--- src/rtl/flash_pkg.sv ---
// Shared flash definitions: command opcodes, loader state encoding and default word geometry.
package flash_pkg;
  localparam int WORD_BITS_DEF     = 8;
  localparam int ADDRESS_WORDS_DEF = 2;

  localparam logic [7:0] CMD_READ  = 8'h03;
  localparam logic [7:0] CMD_WRITE = 8'h02;

  typedef enum logic [2:0] {
    ST_IDLE,
    ST_REQUEST,
    ST_TRANSFER,
    ST_DONE,
    ST_ERROR
  } t_loader_state;
endpackage

--- src/rtl/timeout_timer.sv ---
// Cycle counter with clear/enable; tc is high on the enabled cycle that reaches MAX_COUNT-1.
module timeout_timer #(
  parameter int MAX_COUNT = 4096
) (
  input  logic in_clk,
  input  logic in_rst,
  input  logic clr,
  input  logic en,
  output logic tc
);
  localparam int CW = (MAX_COUNT > 1) ? $clog2(MAX_COUNT) : 1;
  localparam logic [CW-1:0] LAST = CW'(MAX_COUNT - 1);

  logic [CW-1:0] cnt;

  assign tc = en && (cnt == LAST);

  always_ff @(posedge in_clk) begin
    if (!in_rst)         cnt <= '0;
    else if (clr || tc)  cnt <= '0;
    else if (en)         cnt <= cnt + 1'b1;
  end
endmodule

--- src/rtl/flash_loader.sv ---
// Boot copy engine: one flash read burst streamed into a RAM write port.
// Define FLASH_LOADER_CHECKSUM_EN to build the running word checksum.
module flash_loader
  import flash_pkg::*;
#(
  parameter int          WORD_BITS        = WORD_BITS_DEF,
  parameter int          ADDRESS_WORDS    = ADDRESS_WORDS_DEF,
  parameter int          RAM_ADDR_BITS    = 10,
  parameter int          NUM_WORDS        = 256,
  parameter int unsigned FLASH_START_ADDR = 0,
  parameter int          TIMEOUT_CYCLES   = 4096
) (
  input  logic                               in_clk,
  input  logic                               in_rst,
  input  logic                               in_start,
  output logic                               out_busy,
  output logic                               out_done,
  output logic                               out_error,
  output logic                               out_flash_enable,
  output logic                               out_flash_read,
  output logic [WORD_BITS*ADDRESS_WORDS-1:0] out_flash_addr,
  input  logic [WORD_BITS-1:0]               in_flash_data,
  input  logic                               in_flash_word_valid,
  output logic                               out_ram_write,
  output logic [RAM_ADDR_BITS-1:0]           out_ram_addr,
  output logic [WORD_BITS-1:0]               out_ram_data,
  output logic [WORD_BITS-1:0]               out_checksum
);
  localparam int FA_BITS = WORD_BITS * ADDRESS_WORDS;
  localparam int WC_BITS = $clog2(NUM_WORDS) + 1;
  localparam logic [WC_BITS-1:0] LAST_WORD = WC_BITS'(NUM_WORDS - 1);

  t_loader_state      state;
  logic [WC_BITS-1:0] word_ctr;
  logic               start_ok, word_ok, tmr_en, tmr_tc;

  assign start_ok = (state == ST_IDLE) && in_start;
  assign word_ok  = (state == ST_TRANSFER) && in_flash_word_valid;
  // A valid in the terminal cycle keeps tc low, so the word wins over the timeout.
  assign tmr_en   = ((state == ST_REQUEST) || (state == ST_TRANSFER)) && !word_ok;

  timeout_timer #(.MAX_COUNT(TIMEOUT_CYCLES)) u_timer (
    .in_clk (in_clk),
    .in_rst (in_rst),
    .clr    (start_ok || word_ok),
    .en     (tmr_en),
    .tc     (tmr_tc)
  );

  always_ff @(posedge in_clk) begin
    if (!in_rst) begin
      state            <= ST_IDLE;
      word_ctr         <= '0;
      out_busy         <= 1'b0;
      out_done         <= 1'b0;
      out_error        <= 1'b0;
      out_flash_enable <= 1'b0;
      out_flash_read   <= 1'b0;
      out_flash_addr   <= '0;
      out_ram_write    <= 1'b0;
      out_ram_addr     <= '0;
      out_ram_data     <= '0;
    end else begin
      out_ram_write  <= 1'b0;
      out_flash_read <= 1'b1;
      case (state)
        ST_IDLE: if (in_start) begin
          state            <= ST_REQUEST;
          word_ctr         <= '0;
          out_busy         <= 1'b1;
          out_done         <= 1'b0;
          out_error        <= 1'b0;
          out_flash_enable <= 1'b1;
          out_flash_addr   <= FA_BITS'(FLASH_START_ADDR);
        end
        ST_REQUEST, ST_TRANSFER: begin
          if (word_ok) begin
            out_ram_write <= 1'b1;
            out_ram_addr  <= RAM_ADDR_BITS'(word_ctr);
            out_ram_data  <= in_flash_data;
            word_ctr      <= word_ctr + 1'b1;
            if (word_ctr == LAST_WORD) begin
              state            <= ST_DONE;
              out_busy         <= 1'b0;
              out_done         <= 1'b1;
              out_flash_enable <= 1'b0;
            end
          end else if (tmr_tc) begin
            state            <= ST_ERROR;
            out_busy         <= 1'b0;
            out_error        <= 1'b1;
            out_flash_enable <= 1'b0;
          end else if (state == ST_REQUEST) begin
            state <= ST_TRANSFER;
          end
        end
        default: state <= ST_IDLE;
      endcase
    end
  end

`ifdef FLASH_LOADER_CHECKSUM_EN
  always_ff @(posedge in_clk) begin
    if (!in_rst)       out_checksum <= '0;
    else if (start_ok) out_checksum <= '0;
    else if (word_ok)  out_checksum <= out_checksum + in_flash_data;
  end
`else
  assign out_checksum = '0;
`endif
endmodule

--- config.mk ---
export PLATFORM = sky130hd
export DESIGN_NAME = flash_loader
export DESIGN_NICKNAME = d
export VERILOG_FILES = /design/src/rtl/flash_pkg.sv /design/src/rtl/timeout_timer.sv /design/src/rtl/flash_loader.sv
export SDC_FILE = /design/constraint.sdc
export NUM_CORES = 1
export LEC_CHECK = 0
export ABC_AREA = 1
export BUFFER_PORTS_ARGS = -buffer_cell sky130_fd_sc_hd__buf_2
export CORE_UTILIZATION = 33
export CTS_BUF_LIST = sky130_fd_sc_hd__clkbuf_4 sky130_fd_sc_hd__clkbuf_8
export DETAILED_ROUTE_END_ITERATION = 10
export PLACE_DENSITY = 0.63
export SYNTH_ARGS = -nofsm -noshare
export SYNTH_HDL_FRONTEND = slang
export SYNTH_SLANG_ARGS = --single-unit
export TNS_END_PERCENT = 5
--- constraint.sdc ---
create_clock -name in_clk -period 1.6 [get_ports in_clk]
set_input_delay 0.4 -clock in_clk [delete_from_list [all_inputs] [get_ports in_clk]]
set_output_delay 0.4 -clock in_clk [all_outputs]
set_load 0.02 [all_outputs]
### Word-level counts from Yosys, hierarchy flattened

Cells that the tools add are included.

| word-level totals | value |
|---|---|
| bits in registers | 46 |
| bits of input ports | 12 |
| output and inout port bits | 48 |
| logic and storage cells | 67 |

| cells by class | value |
|---|---|
| add/subtract/negate cells | 2 |
| eq/ne operators | 12 |
| multiplexer cells | 23 |
| bitwise logic cells | 1 |
| reduce and logical (&&, ||, !) cells | 19 |

Operator list:

| operator | count |
|---|---|
| $mux W9 | 2 |
| $pmux W9 S2 | 1 |
| $mux W3 | 5 |
| $add A12 B1 Y12 const B | 1 |
| $eq A12 B12 Y1 const B | 1 |
| $reduce_and A4 Y1 | 3 |
| $mux W1 | 11 |
| $add A9 B1 Y9 const B | 1 |
| $eq A9 B8 Y1 const B | 1 |
| $ne A2 B2 Y1 const B | 4 |
| $pmux W1 S2 | 3 |
| $pmux W3 S2 | 1 |
| $reduce_and A3 Y1 | 2 |
| $logic_and A1 B1 Y1 | 4 |
| $ne A4 B3 Y1 const B | 1 |
| $reduce_and A2 Y1 | 2 |
| $reduce_or A2 Y1 | 2 |
| $eq A3 B1 Y1 const B | 1 |
| $eq A3 B2 Y1 const B | 1 |
| $logic_not A3 Y1 | 1 |
| $logic_or A1 B1 Y1 | 3 |
| $ne A3 B2 Y1 const B | 1 |
| $ne A3 B3 Y1 const B | 1 |
| $ne A2 B1 Y1 const B | 1 |
| 3 further kinds | 3 |

### Logic depth before layout (Yosys ltp)

| logic depth | value |
|---|---|
| depth after elaboration | 8 |
| gate-level depth with buffers | 13 |
| depth with buffers taken out | 13 |

### Hierarchy

A second synthesis with hierarchy kept.

| unflattened totals | value |
|---|---|
| cells, all modules | 297 |
| area total of the unflattened synthesis | 2,262.2 µm² |

By module, submodules not included:

| module | times used | cells each | area each (µm²) | sequential area each (µm²) |
|---|---|---|---|---|
| flash_loader | 1 | 213 | 1,650.3 | 680.7 |
| timeout_timer | 1 | 84 | 611.8 | 240.2 |

### Worst setup path after synthesis

OpenSTA, ideal clock, no wires.

| path | value |
|---|---|
| path kind | flip-flop to flip-flop |
| from | reg word_ctr[1] |
| to | reg out_flash_enable |
| setup time | 0.120 ns |
| data arrival time | 1.480 ns |
| required time | 1.480 ns |
| setup slack | 0.001 ns |
| cell stages (with the launch flop) | 14 |
| path buffers | 0 |
| clock period less this slack | 1.599 ns |
| path through | dfxtp_1 > ha_1 > nand2_1 > nor3_1 > inv_1 > nor3_1 > ha_1 > inv_1 > nand4_1 > nand2_1 > inv_1 > nand2_1 > nand2_1 > a21oi_1 |

| on the way | value |
|---|---|
| word-level cells in the longest chain between the ends | 3 |

RTL lines:

| element | RTL line | source |
|---|---|---|
| start, declared | flash_loader.sv:34 | `logic [WC_BITS-1:0] word_ctr;` |
| start signal, assigned | flash_loader.sv:81 | `word_ctr <= word_ctr + 1'b1;` |
| $eq A9 B8 Y1 | flash_loader.sv:82 | `if (word_ctr == LAST_WORD) begin` |
| $ne A3 B3 Y1 (no line) | - |  |
| $reduce_and A4 Y1 (no line) | - |  |
| end signal, assigned | flash_loader.sv:73 | `out_flash_enable <= 1'b1;` |
| end signal, assigned | flash_loader.sv:86 | `out_flash_enable <= 1'b0;` |
| end signal, assigned | flash_loader.sv:92 | `out_flash_enable <= 1'b0;` |
| end, declared | flash_loader.sv:19 | `output logic out_flash_enable,` |

No other way between the ends.
A chain may end at the register's enable or synchronous reset.

### Worst setup path in the final report

| path | value |
|---|---|
| from | reg word_ctr[0] |
| to | reg out_flash_enable |

The elaborated chain is that of the path after synthesis.

==> metrics.txt <==
status=finished with violations; failing checks=design-rule violations; critical path endpoint category=flip-flop; IO Pins=60; share of cells above drive strength 1=between 20% and 30%; IO Port Bufs=34; R2R depth=13; Nets=approximately 370; via count=1912; vias in the first global route=between 1500 and 2000; first-pass GRT wire length=7330 µm; shortest period the worst path allows=1560 ps; synth cell count leaders=nand2_1, inv_1, dfxtp_1; area leader, netlist=dfxtp_1; largest net degree at the start of global routing=37; WS Path Type=flip-flop to flip-flop; Power Total=approximately 3.2 mW; core box area=0.00646 mm²; Synth Area in Simple Gates=between 20% and 30%; Final setup viols=0; Clk Latency, worst-skew pair=300 ps; Power Density=1250 mW/mm²; clock slew at reported path FFs=approximately 90 ps; YS warnings=0; Synth top area share=41.0%; syn avg cell area=~7.2 µm²; Iter 0 DRT Violations=95; DR pass1 iterations=7; Total GRT Usage=roughly an eighth; post-synthesis adder-cell area fraction=between 1.5 and 2%; R2R Path End=out_flash_enable; die height=84.5 µm; Filler Cell Count=679; FF-to-FF Start=word_ctr[0]; initial core utilization=34.8%; GRT overflow=0; area of the die=0.00714 mm²; Post-DP HPWL=3180 µm; CTS Hold Buffers Added=0; antenna fix cells=0; hold depth=3; Max Freq=643 MHz; post-CTS setup buffer count=0; post-synthesis mux area share=0%; post-route antenna net violation count=0; Mapped Cells=310; main combinational cell family by area after synthesis=simple AND/OR/NAND/NOR gates; initial antenna violation count=0; Hold Path Sink=out_ram_data[4]; CP Launch Type=flip-flop; TNS Setup=0 ps; Synth Area in Compound Gates=14.6%; max cap viols=0; FF-to-FF setup slack=about 44 ps; buffer depth of the longest clock path=2; drc violations=8; hold slack=roughly 370 ps; Worst Path Max Fanout=2; CP arrival=1740 ps; routed wire length per instance=10.1 µm; Final Cycle Share=97.3%; Max VDD drop=767 µV; most common cell in the netlist=nand2_1; Area Overhead vs Synth=15.1%; leakage power=1.11 nW; area share of xor/xnor cells in the synthesized design=1.56%; CTS tree=built; GPL Wtd Cong=0.832; H-tree depth=2; TritonCTS buffer count=5; Root Driver=clkbuf_8; share of the yosys chip area belonging to registers=41.0%; synth unique cells=27; clk_skew=5.30 ps; final hold vios=0; Cell Area, Synth=between 0.002 and 0.0025 mm²; RSZ-0062 raised after global routing=true; Yosys reg bits=46; Post-synth EDFFs=0; Main synth FF type=dfxtp_1; Req. time, crit path=1790 ps; Vias/cell=4.45; Final Max Slew Viols=0; final wirelength=4330 µm; chip width=roughly 85 µm; Worst Hold Class=input port to flip-flop; Row Count=29; hold_sp=in_flash_data[4]; Post-synth ARST share=0%; CTS sink count=46; Synth area leaders=dfxtp_1, buf_4, nand2_1, inv_1, a21oi_1
==> metal layers <==
metal | wire, µm | vias to the layer above | track usage, %
met5 | 0 | - | 0
met4 | 83 | 0 | 4.78
met3 | 185 | 9 | 3.83
met2 | 2130 | 43 | 22.9
met1 | 1930 | 848 | 14.0
li1 | - | 1012 | -
==> worst max path at each step <==
stage | start | to | cells after the start
6_report | word_ctr[0] | out_flash_enable | 13
5_1_grt | word_ctr[0] | out_flash_enable | 13
3_3_place_gp | word_ctr[0] | out_flash_enable | 13
3_5_place_dp | word_ctr[1] | out_flash_enable | 13
2_1_floorplan | word_ctr[1] | out_flash_enable | 13
4_1_cts | word_ctr[1] | out_flash_enable | 13
==> placed cells by master (no fill, tap or decap), types with 2 or more instances in the layout <==
cell	n
a21oi_1	33
buf_2	34
buf_4	12
clkbuf_8	5
conb_1	25
dfxtp_1	43
dfxtp_2	3
inv_1	45
inv_2	2
nand2_1	51
nand2_4	3
nand3_1	11
nand3b_1	2
nand4_1	7
nor2_1	27
nor2_2	2
nor3_1	3
o21a_1	3
o21ai_0	22
xor2_1	3
==> worst max-delay path, stage by stage, from the launching register on <==
cell and delay, ps:
dfxtp_2 360, ha_4 150, nand2_4 60, nor3_4 140, inv_2 60, nor3_2 110
ha_2 210, inv_2 40, nand4_1 70, nand2_1 50, inv_1 40, nand2_1 40
nand2_1 50, a21oi_1 60
==> sequential cells by signal (all words and copies together), names as in the netlist, 3 cells and up <==
| name | cells |
|---|---|
| state | 3 |
| word_ctr | 9 |
| out_ram_data | 8 |
| u_timer.cnt | 12 |
| out_ram_addr | 9 |
==> kinds of logic (layout without fill, tap and decap cells) <==
kind of cell    Yosys count  after routing
buf+inv                  83            102
other cells               1             25
xor+xnor                  4              4
flops                    46             46
simple gates            111            111
fa+ha+maj                 3              3
compound gates           62             62
==> what timing repair did <==
item	in CTS	in global routing
resized for setup	6	10
endpoints found under the setup margin	4	7
pin swaps	2	0
==> power by group <==
group	leakage, nW	internal, mW	switching, mW
combinational	0.695	0.377	0.786
clock	0.0441	0.307	0.402
sequential	0.374	1.28	0.0759
total	1.11	1.97	1.26
==> final cells by class <==
type | count | area [µm²] | share of cell area (%)
multi-input cells | 205 | 1040 | 40.0
flip-flops and latches | 46 | 925 | 35.7
repair buffers | 46 | 260 | 10.1
inverters | 48 | 180 | 6.96
well taps | 77 | 96.3 | 3.72
clock buffers | 5 | 68.8 | 2.66
clock inverters | 3 | 21.3 | 0.822
==> through the flow <==
step | util (%) | worst slack (ps) | instance area (µm²) | instances
2_1_floorplan | - | 0.647 | 2340 | 334
3_3_place_gp | 37.9 | -77.2 | 2450 | 422
3_5_place_dp | 37.9 | -122 | 2450 | 422
4_1_cts | 39.6 | -13.9 | 2550 | 430
5_1_grt | 40.1 | -92.5 | 2590 | 430
6_report | 40.1 | 44.0 | 2590 | 430
(Power assumes the default switching activity.)
